<file path="src/rtl/hsv_pkg.sv">
// rtl/hsv_pkg.sv - shared types and helpers for the RGB to HSV pipeline
package hsv_pkg;

  // Sector names list channels as max, mid, min.
  typedef enum logic [2:0] {
    SEC_RGB,
    SEC_RBG,
    SEC_GRB,
    SEC_GBR,
    SEC_BRG,
    SEC_BGR
  } sector_t;

  localparam int CH_B = 0;
  localparam int CH_G = 1;
  localparam int CH_R = 2;
  localparam int CH_V = 0;
  localparam int CH_S = 1;
  localparam int CH_H = 2;

  // Hue origin of the sextant pair owned by the max channel.
  function automatic int unsigned hue_base(input sector_t sec, input int unsigned depth);
    case (sec)
      SEC_RGB, SEC_RBG: hue_base = 0;
      SEC_GRB, SEC_GBR: hue_base = (32'd1 << depth) / 3;
      default:          hue_base = (32'd1 << (depth + 1)) / 3;
    endcase
  endfunction

  // Sectors where the hue fraction is subtracted from the base.
  function automatic logic hue_sub(input sector_t sec);
    hue_sub = (sec == SEC_RBG) || (sec == SEC_GRB) || (sec == SEC_BGR);
  endfunction

endpackage

</file>
<file path="src/rtl/pipe_divider.sv">
// rtl/pipe_divider.sv - restoring divider, one quotient bit per pipeline stage
module pipe_divider #(
  parameter int NW = 16,
  parameter int DW = 11,
  parameter int QW = 9
) (
  input  logic          clk,
  input  logic          reset,
  input  logic          en,
  input  logic          in_valid,
  input  logic [NW-1:0] dividend,
  input  logic [DW-1:0] divisor,
  output logic [QW-1:0] quotient
);
  // Wide enough to compare the remainder against the divisor at any shift.
  localparam int WW = NW + DW + QW;

  logic [NW-1:0] rem_q  [QW-1];
  logic [DW-1:0] den_q  [QW-1];
  logic [QW-2:0] vld_q;
  logic [QW-1:0] quo_q  [QW];

  logic [NW-1:0] rem_in [QW];
  logic [DW-1:0] den_in [QW];
  logic [QW-1:0] quo_in [QW];
  logic [QW-1:0] vld_in;
  logic [WW-1:0] sub_w  [QW];
  logic [QW-1:0] take;
  logic [NW-1:0] rem_nx [QW];
  logic [QW-1:0] quo_nx [QW];

  // Stage inputs: port values for stage 0, previous stage registers after that.
  always_comb begin
    rem_in[0] = dividend;
    den_in[0] = divisor;
    quo_in[0] = '0;
    vld_in[0] = in_valid;
    for (int k = 1; k < QW; k++) begin
      rem_in[k] = rem_q[k-1];
      den_in[k] = den_q[k-1];
      quo_in[k] = quo_q[k-1];
      vld_in[k] = vld_q[k-1];
    end
  end

  // Stage k decides quotient bit QW-1-k; a zero divisor never sets a bit.
  always_comb begin
    for (int k = 0; k < QW; k++) begin
      sub_w[k]  = {{(WW-DW){1'b0}}, den_in[k]} << (QW - 1 - k);
      take[k]   = vld_in[k] && (den_in[k] != '0) &&
                  ({{(WW-NW){1'b0}}, rem_in[k]} >= sub_w[k]);
      rem_nx[k] = take[k] ? rem_in[k] - sub_w[k][NW-1:0] : rem_in[k];
      quo_nx[k] = quo_in[k];
      quo_nx[k][QW-1-k] = take[k];
    end
  end

  // Advance all stages together; bubbles carry zeros so nothing undefined flows out.
  always_ff @(posedge clk) begin
    if (reset) begin
      vld_q <= '0;
      for (int k = 0; k < QW - 1; k++) begin
        rem_q[k] <= '0;
        den_q[k] <= '0;
      end
      for (int k = 0; k < QW; k++) quo_q[k] <= '0;
    end else if (en) begin
      for (int k = 0; k < QW - 1; k++) begin
        rem_q[k] <= vld_in[k] ? rem_nx[k] : '0;
        den_q[k] <= vld_in[k] ? den_in[k] : '0;
        vld_q[k] <= vld_in[k];
      end
      for (int k = 0; k < QW; k++) quo_q[k] <= vld_in[k] ? quo_nx[k] : '0;
    end
  end

  assign quotient = quo_q[QW-1];

endmodule

</file>
<file path="src/rtl/rgb2hsv_pipe.sv">
// rtl/rgb2hsv_pipe.sv - pipelined RGB to HSV converter with hue rotation and sideband
module rgb2hsv_pipe
  import hsv_pkg::*;
#(
  parameter int RGB_DEPTH  = 8,
  parameter int HSV_DEPTH  = 8,
  parameter int USER_WIDTH = 8
) (
  input  logic                   clk,
  input  logic                   reset,
  input  logic                   in_valid,
  input  logic [3*RGB_DEPTH-1:0] in_data,
  input  logic [USER_WIDTH-1:0]  in_user,
  input  logic [HSV_DEPTH-1:0]   hue_offset,
  output logic                   out_ready,
  output logic                   out_valid,
  output logic [3*HSV_DEPTH-1:0] out_data,
  output logic [USER_WIDTH-1:0]  out_user,
  input  logic                   in_ready
);
  localparam int LATENCY = HSV_DEPTH + 5;
  localparam int RW      = RGB_DEPTH;
  localparam int HW      = HSV_DEPTH;
  localparam int QW      = HW + 1;
  localparam int NW      = RW + HW;
  localparam int DWH     = RW + 3;
  localparam int SBW     = USER_WIDTH + 3 * HW + 2;

  logic [LATENCY-1:0] valid;
  logic               run;

  assign run       = in_ready | ~valid[LATENCY-1];
  assign out_ready = run;
  assign out_valid = valid[LATENCY-1];

  // Valid bits shift one slot per enabled cycle; bubbles are never collapsed.
  always_ff @(posedge clk) begin
    if (reset)    valid <= '0;
    else if (run) valid <= {valid[LATENCY-2:0], in_valid};
  end

  logic [RW-1:0] in_r, in_g, in_b;
  sector_t       sec_in;

  assign in_r = in_data[CH_R*RW +: RW];
  assign in_g = in_data[CH_G*RW +: RW];
  assign in_b = in_data[CH_B*RW +: RW];

  // Sector from the raw inputs; max ties resolve R over G over B.
  always_comb begin
    if (in_r >= in_g && in_r >= in_b) sec_in = (in_g >= in_b) ? SEC_RGB : SEC_RBG;
    else if (in_g >= in_b)            sec_in = (in_r >= in_b) ? SEC_GRB : SEC_GBR;
    else                              sec_in = (in_r >= in_g) ? SEC_BRG : SEC_BGR;
  end

  logic [RW-1:0]         r0, g0, b0, max1, mid1, min1, d2, e2, max2;
  sector_t               sec0, sec1;
  logic [HW-1:0]         off0, off1, off2, base2;
  logic [USER_WIDTH-1:0] user0, user1, user2;
  logic                  sub2;

  // Stage 0: capture pixel, sector, hue offset and sideband together.
  always_ff @(posedge clk) begin
    if (reset) begin
      r0 <= '0; g0 <= '0; b0 <= '0; sec0 <= SEC_RGB; off0 <= '0; user0 <= '0;
    end else if (run) begin
      r0 <= in_r; g0 <= in_g; b0 <= in_b; sec0 <= sec_in; off0 <= hue_offset; user0 <= in_user;
    end
  end

  // Stage 1: order channels as max, mid, min.
  always_ff @(posedge clk) begin
    if (reset) begin
      max1 <= '0; mid1 <= '0; min1 <= '0; sec1 <= SEC_RGB; off1 <= '0; user1 <= '0;
    end else if (run) begin
      case (sec0)
        SEC_RGB: {max1, mid1, min1} <= {r0, g0, b0};
        SEC_RBG: {max1, mid1, min1} <= {r0, b0, g0};
        SEC_GRB: {max1, mid1, min1} <= {g0, r0, b0};
        SEC_GBR: {max1, mid1, min1} <= {g0, b0, r0};
        SEC_BRG: {max1, mid1, min1} <= {b0, r0, g0};
        default: {max1, mid1, min1} <= {b0, g0, r0};
      endcase
      sec1 <= sec0; off1 <= off0; user1 <= user0;
    end
  end

  // Stage 2: chroma span, hue numerator and the sector's base and direction.
  always_ff @(posedge clk) begin
    if (reset) begin
      d2 <= '0; e2 <= '0; max2 <= '0; base2 <= '0; sub2 <= 1'b0; off2 <= '0; user2 <= '0;
    end else if (run) begin
      d2    <= max1 - min1;
      e2    <= mid1 - min1;
      max2  <= max1;
      base2 <= HW'(hue_base(sec1, HW));
      sub2  <= hue_sub(sec1);
      off2  <= off1;
      user2 <= user1;
    end
  end

  logic [NW-1:0]  hue_num, sat_num;
  logic [DWH-1:0] hue_den;
  logic [HW-1:0]  v3;
  logic [SBW-1:0] sb3;
  logic [QW-1:0]  hue_q, sat_q;

  // Stage 3 operands feed the dividers directly; 6*d is built as 4d + 2d.
  assign hue_num = {e2, {HW{1'b0}}};
  assign sat_num = {d2, {HW{1'b0}}};
  assign hue_den = {1'b0, d2, 2'b00} + {2'b00, d2, 1'b0};

  if (RW >= HW) begin : g_v_trunc
    assign v3 = max2[RW-1 -: HW];
  end else begin : g_v_pad
    assign v3 = {max2, {(HW-RW){1'b0}}};
  end

  assign sb3 = {user2, off2, base2, sub2, (d2 == '0), v3};

  pipe_divider #(.NW(NW), .DW(DWH), .QW(QW)) u_hue_div (
    .clk      (clk),
    .reset    (reset),
    .en       (run),
    .in_valid (valid[2]),
    .dividend (hue_num),
    .divisor  (hue_den),
    .quotient (hue_q)
  );

  pipe_divider #(.NW(NW), .DW(RW), .QW(QW)) u_sat_div (
    .clk      (clk),
    .reset    (reset),
    .en       (run),
    .in_valid (valid[2]),
    .dividend (sat_num),
    .divisor  (max2),
    .quotient (sat_q)
  );

  logic [SBW-1:0] sb_q [QW];

  // Everything the final stage needs besides the quotients rides beside the dividers.
  always_ff @(posedge clk) begin
    if (reset) begin
      for (int k = 0; k < QW; k++) sb_q[k] <= '0;
    end else if (run) begin
      sb_q[0] <= sb3;
      for (int k = 1; k < QW; k++) sb_q[k] <= sb_q[k-1];
    end
  end

  logic [USER_WIDTH-1:0] user_f;
  logic [HW-1:0]         off_f, base_f, v_f, f_f, s_full, h_n, s_n;
  logic                  sub_f, dz_f;

  assign {user_f, off_f, base_f, sub_f, dz_f, v_f} = sb_q[QW-1];

  // A quotient of exactly 2^HW (full saturation) is clipped to the largest code.
  function automatic logic [HW-1:0] clip_q(input logic [QW-1:0] q);
    clip_q = q[HW] ? {HW{1'b1}} : q[HW-1:0];
  endfunction

  assign f_f    = clip_q(hue_q);
  assign s_full = clip_q(sat_q);

  // Compose hue with modular wrap; grey and black take the offset alone.
  always_comb begin
    h_n = off_f;
    s_n = '0;
    if (!dz_f) begin
      h_n = (sub_f ? base_f - f_f : base_f + f_f) + off_f;
      s_n = s_full;
    end
  end

  logic [HW-1:0]         h_q, s_q, v_q;
  logic [USER_WIDTH-1:0] user_q;

  // Output register only moves when the slot behind it holds a real pixel.
  always_ff @(posedge clk) begin
    if (reset) begin
      h_q <= '0; s_q <= '0; v_q <= '0; user_q <= '0;
    end else if (run && valid[LATENCY-2]) begin
      h_q <= h_n; s_q <= s_n; v_q <= v_f; user_q <= user_f;
    end
  end

  assign out_data[CH_H*HW +: HW] = h_q;
  assign out_data[CH_S*HW +: HW] = s_q;
  assign out_data[CH_V*HW +: HW] = v_q;
  assign out_user                = user_q;

endmodule

</file>
<file path="config.mk">
export PLATFORM = sky130hd
export DESIGN_NAME = rgb2hsv_pipe
export DESIGN_NICKNAME = d
export VERILOG_FILES = /design/src/rtl/hsv_pkg.sv /design/src/rtl/pipe_divider.sv /design/src/rtl/rgb2hsv_pipe.sv
export SDC_FILE = /design/constraint.sdc
export NUM_CORES = 1
export LEC_CHECK = 0
export CAP_MARGIN = 20
export CORE_ASPECT_RATIO = 0.7
export CORE_MARGIN = 4
export CORE_UTILIZATION = 65
export CTS_BUF_LIST = sky130_fd_sc_hd__clkbuf_4 sky130_fd_sc_hd__clkbuf_8
export DETAILED_ROUTE_END_ITERATION = 7
export GPL_TIMING_DRIVEN = 0
export PLACE_DENSITY_LB_ADDON = 0.2
export SETUP_SLACK_MARGIN = 0.05
export SYNTH_ARGS = -nofsm -noshare
export SYNTH_HDL_FRONTEND = slang
export SYNTH_SLANG_ARGS = --single-unit
export TNS_END_PERCENT = 30
</file>
<file path="constraint.sdc">
create_clock -name clk -period 36.5 [get_ports clk]
set_input_delay 10.95 -clock clk [delete_from_list [all_inputs] [get_ports clk]]
set_output_delay 10.95 -clock clk [all_outputs]
set_load 0.01 [all_outputs]
</file>
-- Yosys cells after proc, flatten, opt, wreduce, memory -nomap -nowiden
Memory sizes are Yosys's and may differ from the RTL's.
Index checks and enable logic that the tools add are counted.
- register bits: 196
- RAM bits: 876
- input port bits: 44
- logic and storage cells: 358
- memories: 7
- memories (memory ; depth ; width ; rd ports ; clocked after Yosys merged registers in ; wr ports ; RTL line ; RTL):
    sb_q ; 9 ; 34 ; 9 ; 0 ; 9 ; rgb2hsv_pipe.sv:142 ; logic [SBW-1:0] sb_q [QW];
    u_hue_div.rem_q ; 8 ; 16 ; 8 ; 0 ; 8 ; pipe_divider.sv:18 ; logic [NW-1:0] rem_q [QW-1];
    u_sat_div.rem_q ; 8 ; 16 ; 8 ; 0 ; 8 ; pipe_divider.sv:18 ;
    u_hue_div.den_q ; 8 ; 11 ; 8 ; 0 ; 8 ; pipe_divider.sv:19 ; logic [DW-1:0] den_q [QW-1];
    u_hue_div.quo_q ; 9 ; 9 ; 9 ; 0 ; 9 ; pipe_divider.sv:21 ; logic [QW-1:0] quo_q [QW];
    u_sat_div.quo_q ; 9 ; 9 ; 9 ; 0 ; 9 ; pipe_divider.sv:21 ;
    1 more memories ; -- ; -- ; -- ; -- ; -- ; -- ;
- $add $sub $neg: 22
- magnitude comparators: 21
- equal/unequal tests: 8
- mux-type cells: 144
- bitwise gates (word level): 61
- reductions and logical operators: 69
- operator list (operator ; count):
    16-bit 2-to-1 mux ; 48
    9-bit 2-to-1 mux ; 36
    34-bit 2-to-1 mux ; 9
    11-bit 2-to-1 mux ; 16
    8-bit 2-to-1 mux ; 21
    11-bit nonzero test ; 9
    16-bit subtractor ; 5
    8-bit nonzero test ; 9
    8-bit case mux with 2 select lines ; 4
    1-bit OR ; 60
    1-bit logical AND ; 38
    16-bit by 11-bit >= comparator with 1-bit output ; 2
    16-bit by 12-bit >= comparator with 1-bit output ; 2
    16-bit by 13-bit >= comparator with 1-bit output ; 2
    16-bit by 14-bit >= comparator with 1-bit output ; 2
    16-bit by 15-bit >= comparator with 1-bit output ; 2
    16-bit >= comparator ; 2
    16-bit by 12-bit subtractor with 16-bit output ; 2
    16-bit by 13-bit subtractor with 16-bit output ; 2
    16-bit by 14-bit subtractor with 16-bit output ; 2
    16-bit by 15-bit subtractor with 16-bit output ; 2
    8-bit >= comparator ; 3
    8-bit subtractor ; 3
    16-bit by 19-bit >= comparator with 1-bit output ; 1
    20 further kinds ; 43

-- Longest topological paths before layout
- depth in word-level cells: 7
- gate-level depth with buffers: 16
- depth with buffers taken out: 16

-- Modules after synthesis
Synthesis repeated with hierarchy kept, for this count alone.
- cells, all modules: 4397
- area total of the unflattened synthesis: 47078.9 µm²
- by module, submodules not included (module ; times used ; cells an instance ; area an instance (µm²) ; sequential area each (µm²)):
    rgb2hsv_pipe ; 1 ; 1720 ; 18268.8 ; 11050.6
    pipe_divider (u_hue_div) ; 1 ; 1403 ; 15139.5 ; 7997.7
    pipe_divider (u_sat_div) ; 1 ; 1274 ; 13670.6 ; 7277.0

-- Worst setup path before layout
No wires, ideal clock.
- kind: in2reg
- from: input port in_ready
- to: memory sb_q[0][0] in the netlist's numbering (enable)
- data arrival time: 24.343 ns
- required time: 35.496 ns
- setup slack: 11.153 ns
- stages: 6
- buffers on the path: 2
- cells stage by stage: nor2b_1 -> inv_1 -> clkbuf_1 -> nor2_1 -> clkbuf_1 -> inv_1
- RTL lines (element ; RTL line ; RTL):
    start, declared ; rgb2hsv_pipe.sv:19 ; input logic in_ready
    end, declared ; rgb2hsv_pipe.sv:142 ;

-- Worst setup path after layout
- from: input port in_ready
- to: output port out_ready
- longest elaborated chain between the ends: 1
- RTL lines (element ; RTL line ; RTL):
    1-bit OR ; rgb2hsv_pipe.sv:32 ; assign run = in_ready | ~valid[LATENCY-1];
    end, declared ; rgb2hsv_pipe.sv:15 ; output logic out_ready,
Every way passes these cells.

==> impl_results.md <==
- Status: complete, no violations
- Clk_lat worst skew: 770 ps
- Fin Hold WS: 452.8 ps
- Net Count, Synth: 4,223
- Vias in the first global route: 28,123
- Worst hold path cell count: 2
- First-pass GRT wire length: 153,200 um
- CP Capture Type: output port
- Crit path DAT: 14,280 ps
- Critical Path Max Stage Delay: 670 ps
- Dominant synthesized flop cell: edfxtp_1
- Avg WL per Cell: 19.06 um
- Core Region: 63,490 sq um
- Post-synth EDFFs: 663
- ANT nets after route: 0
- P_leak: 19.37 nW
- Synth top area share: 0.4746
- Synth warn: 0
- Storage cell area: 23,390 sq um
- Pwr Total: 2.027 mW
- Final setup vio count: 0
- Synth Instances: 3,938
- Max Clock Skew: 30.17 ps
- Worst Setup Path Type: primary input to output port
- Post-synth top area cell: edfxtp_1
- Slowest-stage cell, CP: clkdlybuf4s50_1
- Post-synth ARST share: 0
- R2R cell count: 14
- Worst-path clk slew: 60 ps
- Crit path top cell by count: clkbuf_1
- Final-report hold violation count: 0
- RSZ-0062 raised after global routing: false
- Rel. slew slack: 0.2104
- Setup crit start kind: primary input
- Largest net degree at the start of global routing: 132
- Die ar.: 68,730 sq um
- Max rail drop VDD: 0.00003431 V
- Drt first-iter violations: 3,310
- CTS sink count: 837
- Die width: 311.6 um
- HP Class: flop to flop
- Register area share after synthesis: 0.5576
- Hold EP: user1[7]
- Largest family of logic cells by synthesized area: simple AND/OR/NAND/NOR gates
- Period utilisation layout: 0.6911
- Routability cong.: 0.9800
- Netlist Area Pre-Place: 41,950 sq um
- Fillcell total: 4,392
- Vias per cell: 5.908
- Grt total ovfl: 0
- GRT Overall Usage: 0.2811
- Setup TNS: 0 ps
- Post-synthesis mux area share: 0.02088
- Synth Area in Compound Gates: 0.1039
- Postcts setup bufs: 0
- Worst path cell trace: clkdlybuf4s50_1 -> nor2b_1 -> inv_1 -> clkbuf_1 -> clkbuf_1 -> clkbuf_1 -> clkdlybuf4s50_1
- RR Startpoint: u_hue_div.quo_q[0][74]
- I/O Pins: 78
- Area of the multi-input gates: 16,830 sq um
- Post-route DRC: 0
- Yosys cell types: 82
- Cts bufs inserted: 119
- Row cnt: 77
- DP Wirelength: 70,920 um
- R2R Setup Slk: 32,260 ps
- PwrDens: 43.57 nW/um^2
- Post-Synth Adder-Cell Area: 0.07564
- Share of layout cells above drive strength 1: 0.06338
- Total number of H-tree levels: 3
- Avg Cell Area, Syn: 10.65 sq um
- Simple-gate share of the synthesized area: 0.1772
- Area Overhead vs Synth: 10.93%
- Worst-margin pin slew: 1184 ps
- Post-Route WL: 96,750 um
- Max-cap violations: 0
- CTS resizes: 0
- Xor/xnor share of the synthesized area: 0.02359
- Die Ht: 220.6 um
- Clock tree buffer depth: 3
- I/O Buffers: 77
- Cts hold-fix bufs: 0
- Post-layout nets: 4,429
- Crit-path max FO: 10
- Starting Density: 0.6607
- Vias: 29,985
- Root Driver: clkbuf_8
- Slew Viols, Final: 0
- Min Clock Period, post-route: 25,230 ps
- Required @ worst endpoint: 25,550 ps
- Hold_sp: user1[7]
- Largest cells by area after synthesis: edfxtp_1 (47%), dfxtp_1 (8.3%), ha_1 (6.6%)
- FF+latch count, synth: 837
- Fin util: 0.7329
- FMAX: 39.64 MHz
- CTS tree: done
- RR Endpoint: h_q[7]
- Antenna violations before repair: 4
- Drt pass-1 iters: 6
## worst max path at each step
stage             start                      to  cells after the start
6_report       in_ready               out_ready                      7
3_5_place_dp   in_ready               out_ready                      7
2_1_floorplan  in_ready              sb_q[0][0]                      6
5_1_grt        in_ready               out_ready                      7
4_1_cts        in_ready               out_ready                      7
3_3_place_gp   in_ready  u_hue_div.den_q[0][24]                      7
## Yosys cell counts (35+ instances only)
master,n
and3_1,307
xnor2_1,79
nand2b_1,38
a21oi_1,280
mux2i_1,74
nor4_1,35
dfxtp_1,174
nor2b_1,59
inv_1,259
and2_1,44
nand3_1,57
clkbuf_1,174
edfxtp_1,663
nor3_1,72
o21ai_0,142
nor2_1,420
ha_1,220
nand2_1,366
## layout by cell type, fill, tap and decap left out, types with 23 or more instances in the layout
master	count
nand4_1	26
nand3_1	57
nand2b_1	38
and2_1	44
o211ai_1	23
nor3_1	72
clkbuf_8	138
nor4_1	35
clkbuf_4	38
a211oi_1	25
ha_1	220
clkbuf_1	174
a21oi_1	280
o31ai_1	30
nor2_1	420
a21o_1	30
nand2_1	366
and3_1	307
xnor2_1	79
xor2_1	34
clkdlybuf4s50_1	77
inv_1	258
o21a_1	26
edfxtp_1	663
or3_1	25
mux2i_1	74
o21ai_0	142
dfxtp_1	174
nor2b_1	59
## state kept, by name (all words and copies together), names as in the netlist, 13 cells and up
register         flops
u_hue_div.quo_q     45
u_sat_div.quo_q     45
sb_q               252
u_hue_div.den_q     80
u_sat_div.den_q     64
valid               13
u_sat_div.rem_q     92
u_hue_div.rem_q     85
## critical path, delay by kind of cell
family	cells	cell delay (ps)
AND/OR/NAND/NOR	1	140
buffers and inverters	6	3170
## layout make-up
type | count | area share
Tap cell | 829 | 0.02229
Sequential cell | 837 | 0.5027
Buffer | 191 | 0.01629
Inverter | 259 | 0.02105
Multi-Input combinational cell | 2651 | 0.3616
Timing Repair Buffer | 85 | 0.02027
Clock inverter | 48 | 0.009626
Clock buffer | 173 | 0.04606
Antenna cell | 2 | 0.0001076
## stage by stage
stage / area (sq um) / setup WS (ps) / instances
after floorplan: 41950 / 11150 / 3938
after global placement: 43760 / 5507 / 4844
after detailed placement: 43940 / 11390 / 4852
after CTS: 46530 / 11390 / 5073
after global routing: 46530 / 11170 / 5075
final: 46530 / 11270 / 5075
## cells by family (layout without fill, tap and decap cells)
group	Yosys count	count (layout)
flops	837	837
fa+ha+maj	241	241
simple gates	1513	1513
xor+xnor	113	113
other cells	0	2
compound gates	698	698
buf+inv	450	756
mux	86	86
## routing by layer
metal / vias to the layer above / GRT usage / part of all wire
met5: - / 0 / 0.00022
met4: 4 / 0.05988 / 0.017
met3: 159 / 0.05936 / 0.093
met2: 1149 / 0.4139 / 0.42
met1: 14096 / 0.4343 / 0.47
li1: 14577 / - / -
## where the power goes
group | internal (mW) | switching [mW] | total (mW)
clock network | 0.435 | 0.362 | 0.797
registers | 1.03 | 0.0181 | 1.05
logic | 0.0739 | 0.108 | 0.182
total | 1.54 | 0.488 | 2.03
No activity file was read; power rests on OpenSTA's default activity.
